[src/rtl/tdc_pkg.sv]
// Shared types and constants for the TDC readout path.
package tdc_pkg;

    localparam int TDC_WORD_W        = 16;
    localparam int TDC_DEFAULT_DEPTH = 256;

    typedef logic [TDC_WORD_W-1:0] tdc_word_t;

endpackage

[src/rtl/tdc_buffer_ram.sv]
// Simple dual-port RAM: one write port and one registered read port.
// The output register only loads on a read, so it holds its last word between reads.
module tdc_buffer_ram
    import tdc_pkg::*;
#(
    parameter int DEPTH = TDC_DEFAULT_DEPTH,
    parameter int AW    = $clog2(DEPTH)
) (
    input  logic          clk,
    input  logic          we,
    input  logic [AW-1:0] waddr,
    input  tdc_word_t     wdata,
    input  logic          re,
    input  logic [AW-1:0] raddr,
    output tdc_word_t     rdata
);

    tdc_word_t mem [DEPTH];

    // NOTE: no reset on the array or the read register, so synthesis can map them onto block RAM.
    always_ff @(posedge clk) begin
        if (we) begin
            mem[waddr] <= wdata;
        end
        if (re) begin
            rdata <= mem[raddr];
        end
    end

endmodule

[src/rtl/tdc_result_buffer.sv]
// Result buffer between the TDC sequencer and host readout: occupancy, overflow, 1-cycle reads.
// Optional macro TDC_BUFFER_OVERFLOW_COUNT_EN adds a saturating dropped-write counter port.
module tdc_result_buffer
    import tdc_pkg::*;
#(
    parameter  int DEPTH = TDC_DEFAULT_DEPTH,
    localparam int AW    = $clog2(DEPTH)
) (
    input  logic          clk,
    input  logic          reset,
    input  logic          clear,
    input  logic          write,
    input  tdc_word_t     data,
    input  logic          rd_en,
    output tdc_word_t     rd_data,
    output logic          rd_valid,
    output logic          empty,
    output logic          full,
    output logic [AW:0]   count,
`ifdef TDC_BUFFER_OVERFLOW_COUNT_EN
    output logic [15:0]   overflow_count,
`endif
    output logic          overflow
);

    logic [AW-1:0] wr_ptr;
    logic [AW-1:0] rd_ptr;
    logic [AW:0]   count_next;
    logic          wr_accept;
    logic          wr_drop;
    logic          rd_accept;
    logic          has_read;
    tdc_word_t     ram_q;

    // Flags decode the registered count only, so no input reaches them combinationally.
    assign empty = (count == '0);
    assign full  = (count == (AW+1)'(DEPTH));

    // Acceptance uses pre-edge flags; a same-cycle read never frees a slot for the write.
    assign wr_accept = write & ~full & ~clear;
    assign wr_drop   = write &  full & ~clear;
    assign rd_accept = rd_en & ~empty & ~clear;

    // NOTE: every always_comb output gets a default first so no latch is inferred.
    always_comb begin
        count_next = count;
        if (clear) begin
            count_next = '0;
        end else if (wr_accept && !rd_accept) begin
            count_next = count + 1'b1;
        end else if (rd_accept && !wr_accept) begin
            count_next = count - 1'b1;
        end
    end

    // NOTE: sequential state uses non-blocking assignments so all registers update together.
    always_ff @(posedge clk or negedge reset) begin
        if (!reset) begin
            wr_ptr   <= '0;
            rd_ptr   <= '0;
            count    <= '0;
            overflow <= 1'b0;
            rd_valid <= 1'b0;
            has_read <= 1'b0;
        end else begin
            count    <= count_next;
            rd_valid <= rd_accept;
            if (clear) begin
                wr_ptr   <= '0;
                rd_ptr   <= '0;
                overflow <= 1'b0;
            end else begin
                if (wr_accept) wr_ptr <= wr_ptr + 1'b1;
                if (rd_accept) rd_ptr <= rd_ptr + 1'b1;
                if (wr_drop)   overflow <= 1'b1;
            end
            if (rd_accept) has_read <= 1'b1;
        end
    end

`ifdef TDC_BUFFER_OVERFLOW_COUNT_EN
    always_ff @(posedge clk or negedge reset) begin
        if (!reset) begin
            overflow_count <= '0;
        end else if (clear) begin
            overflow_count <= '0;
        end else if (wr_drop && overflow_count != 16'hFFFF) begin
            overflow_count <= overflow_count + 1'b1;
        end
    end
`endif

    tdc_buffer_ram #(
        .DEPTH (DEPTH),
        .AW    (AW)
    ) u_ram (
        .clk   (clk),
        .we    (wr_accept),
        .waddr (wr_ptr),
        .wdata (data),
        .re    (rd_accept),
        .raddr (rd_ptr),
        .rdata (ram_q)
    );

    // The RAM register has no reset; mask it until the first read since reset so rd_data reads 0.
    assign rd_data = has_read ? ram_q : '0;

endmodule

[config.mk]
export PLATFORM = sky130hd
export DESIGN_NAME = tdc_result_buffer
export DESIGN_NICKNAME = d
export VERILOG_FILES = /design/src/rtl/tdc_pkg.sv /design/src/rtl/tdc_buffer_ram.sv /design/src/rtl/tdc_result_buffer.sv
export SDC_FILE = /design/constraint.sdc
export NUM_CORES = 2
export LEC_CHECK = 0
export BUFFER_PORTS_ARGS = -buffer_cell sky130_fd_sc_hd__buf_2
export CAP_MARGIN = 20
export CORE_MARGIN = 2
export CORE_UTILIZATION = 50
export CTS_CLUSTER_SIZE = 10
export DETAILED_ROUTE_END_ITERATION = 8
export PLACE_DENSITY = 0.71
export SYNTH_ARGS = -nofsm -noshare
export SYNTH_HDL_FRONTEND = slang
export SYNTH_HIERARCHICAL = 1
export SYNTH_SLANG_ARGS = --single-unit
[constraint.sdc]
create_clock -name clk -period 3.55 [get_ports clk]
set_clock_uncertainty 0.2 [all_clocks]
set_input_delay 0.1775 -clock clk [delete_from_list [all_inputs] [get_ports clk]]
set_output_delay 0.1775 -clock clk [all_outputs]
set_load 0.005 [all_outputs]
==> summary.txt <==
Status = finished with violations
Failing checks = setup timing
Peak supply drop = 0.542 mV
First-pass GRT wire length = 604 mm
Layout overhead on the synthesized area = 14.9%
Cells after Synth = 7567
GPL Wtd Cong = 0.909
TritonCTS clock tree = yes
FF-to-FF End = u_ram/rdata[8]
Drt drc = 0
Warnings, synthesis = 6
Area leader, netlist = edfxtp_1
Grt ovf = 0
Gate power share = 19.6%
Nets = 8455
Largest net degree at the start of global routing = 141
Switching pwr = 30200 µW
Sequential area share after synthesis = 77.3%
Leakage = 0.0575 µW
Die Footprint = 326000 µm²
Depth of the worst hold-timing path = 2
Asr flop ratio synth = 0.676%
Hpwl dp = 255 mm
Post-Syn Area = 161000 µm²
Die W = 571 µm
Hold Slack = 0.0635 ns
DR vias/cell = 6.49
Post-synth top area share = 76.8%
Slew @ Worst Pin = 1.29 ns
Max-cap violations = 0
Post-Route WL = 426 mm
Synth Register Bits = 4140
Sw Share = 25.5%
DR vias = 83.4k
Row count = 208
Critical path endpoint category = flip-flop
Pint = 88000 µW
Final Util = 57.7%
EDFF count, synth = 4112
Antenna violations before repair = 15
Cells after DPL = 12.2k
GRT Overall Usage = 25.9%
Unique cell type count in the Yosys netlist = 69
Sink Count = 4140
Initial Utilization = 50.2%
Top Ports = 50
Syn_nets = 7599
Routed Antenna Nets = 0
Pre-antenna DRT Iters = 7
Crit path launch type = flip-flop
Fill count = 22.5k
WL/cell = 33.2 µm
Initial drt markers = 12.3k
CTS buffer count = 455
Sequential share of power = 45.7%
Setup ws final = -0.0627 ns
Critical path fanouts, max = 37
Clock Pin Slew Worst Setup and Hold Paths = 0.06 ns
Worst reg-to-reg path cell count = 9
Dpl ws = -0.566 ns
Final hold vios = 0
Final min period = 3.61 ns
Final setup fails = 1
Core area = 320000 µm²
CTS max path bufs = 4
Slew Viols, Final = 0
Synth Area per Inst = 21.2 µm²
Critical Path AT = 4.14 ns
Layout cells sized above 1 = 27.5%
WHS Endpoint = u_ram/mem[186][2]
Worst Hold Launch = data[2]
Clk_lat worst skew = 1.03 ns
Clk pwr share = 34.6%
Slew headroom = 13.7%
Pwr per Cell Area = 640 nW/µm²
CTS Root Cell = clkbuf_16
Maximum clock frequency = 0.277 GHz
Critical path class = reg -> reg
Top FF cell, synth = edfxtp_1
Worst Hold Class = in -> reg
WP data required = 4.07 ns
RSZ-0062 raised after global routing = true
Worst reg2reg path startpoint = rd_ptr[0]
Vias in the first global route = 82.2k
Fin cells = 12.8k
Die height = 571 µm
Synth top area cells = edfxtp_1, mux4_2, mux2i_1
R2R setup slack = -0.06 ns
H-tree depth = 5
Fin crit share = 102%
DP Area = 171000 µm²
Port Buffers = 49
Design Area, Final = 185000 µm²
[cells in the final DEF, fill, tap and decap left out, types with 20 or more instances in the layout]
cell	n
nor3_1	78
mux2i_1	568
buf_2	33
nor2_1	310
a22oi_1	30
dlygate4sd3_1	23
clkbuf_1	75
dfrtp_1	23
buf_4	653
a21oi_1	186
buf_12	99
o221ai_2	24
a221oi_1	23
clkbuf_16	463
mux2_2	88
mux4_2	797
buf_8	20
nand3_1	29
o22ai_1	145
nand4_1	31
nand2_1	54
edfxtp_1	4112
a22o_1	24
o221ai_1	231
o21ai_0	42
[registers in the layout (all words and copies together), names as in the netlist]
signal and cells:
has_read 1, overflow 1, rd_valid 1, u_ram/rdata 16, count 9, wr_ptr 8, rd_ptr 8, u_ram/mem 4096
[layout make-up]
type	count	area, µm²	share of cell area [%]
clock inverter	31	604	0.327
tap	4305	5390	2.92
clock buffer	534	11800	6.37
inverter	11	53.8	0.0291
timing repair buffer	859	8240	4.46
sequential	4140	124000	67.2
antenna	10	25.0	0.0135
multi-input combinational	2956	34500	18.7
[kinds of logic (layout without fill, tap and decap cells)]
logic type	Yosys count	after routing	share of synthesized area, %
compound gates	834	834	3.71
xor+xnor	14	14	0.0763
fa+ha+maj	11	11	0.0903
buf+inv	471	1435	1.71
flops	4140	4140	77.3
mux	1454	1454	15.3
other cells	0	10	0
simple gates	643	643	1.84
[synth_stat cells (17+ instances only)]
cell / count
o22ai_1: 148
a22oi_1: 43
a221oi_1: 28
buf_6: 78
mux2i_1: 569
o21ai_0: 47
dfrtp_1: 28
clkbuf_1: 237
buf_4: 26
and2_1: 20
mux2_2: 88
nand4_1: 31
buf_2: 76
o221ai_1: 253
mux4_2: 797
nand3_1: 43
nor4_1: 19
edfxtp_1: 4112
nor2_1: 322
buf_1: 27
a211oi_1: 19
a21oi_1: 188
a22o_1: 33
nor3_1: 95
o32ai_1: 21
o31ai_1: 17
nand2_1: 56
[worst max-delay path, stage by stage, from the launching register on]
cell and delay (ns):
dfrtp_4 0.52, buf_16 0.22, buf_12 0.31, buf_4 0.34, mux4_2 0.58, o22ai_1 0.49
o31ai_2 0.16, o32ai_4 0.23, buf_4 0.22, nor4_2 0.05
[power groups by stage]
stage | clock network, µW | logic (µW) | registers (µW)
2_1_floorplan | 0 | 15000 | 55000
3_3_place_gp | 0 | 21900 | 55000
3_5_place_dp | 0 | 22200 | 55100
4_1_cts | 41400 | 22800 | 54100
5_1_grt | 43100 | 24200 | 54100
6_report | 40900 | 23200 | 54100
[per-layer routing]
| layer | GRT usage, % | share of wire (%) | up-vias |
|---|---|---|---|
| met3 | 6.25 | 12 | 787 |
| met5 | 0 | 0.0075 | - |
| met2 | 40.5 | 48 | 5386 |
| met4 | 9.38 | 4.0 | 6 |
| met1 | 35.5 | 37 | 43711 |
| li1 | - | - | 33533 |
[worst max-delay path by stage]
stage,start,endpoint,depth (start not counted)
2_1_floorplan,count[8],u_ram/mem[234][0],9
3_3_place_gp,rd_ptr[0],u_ram/rdata[2],11
3_5_place_dp,rd_ptr[0],u_ram/rdata[2],11
4_1_cts,rd_ptr[0],u_ram/rdata[11],9
5_1_grt,rd_ptr[0],u_ram/rdata[8],8
6_report,rd_ptr[0],u_ram/rdata[8],9
[stage by stage]
stage                     setup TNS, ns  power (µW)
after floorplan                       0       70000
after global placement            -3.97       76900
after detailed placement          -4.27       77300
after CTS                             0      118000
after global routing             -0.181      121000
final                           -0.0627      118000
[what timing repair did]
item	in CTS	in global routing
gates resized for setup	59	76
setup endpoints to repair	15	37
hold buffers	24	0
setup buffers	11	3
pin swaps	7	11
hold endpoints to repair	3916	0
gates cloned	3	4
No activity file was read; power rests on OpenSTA's default activity.
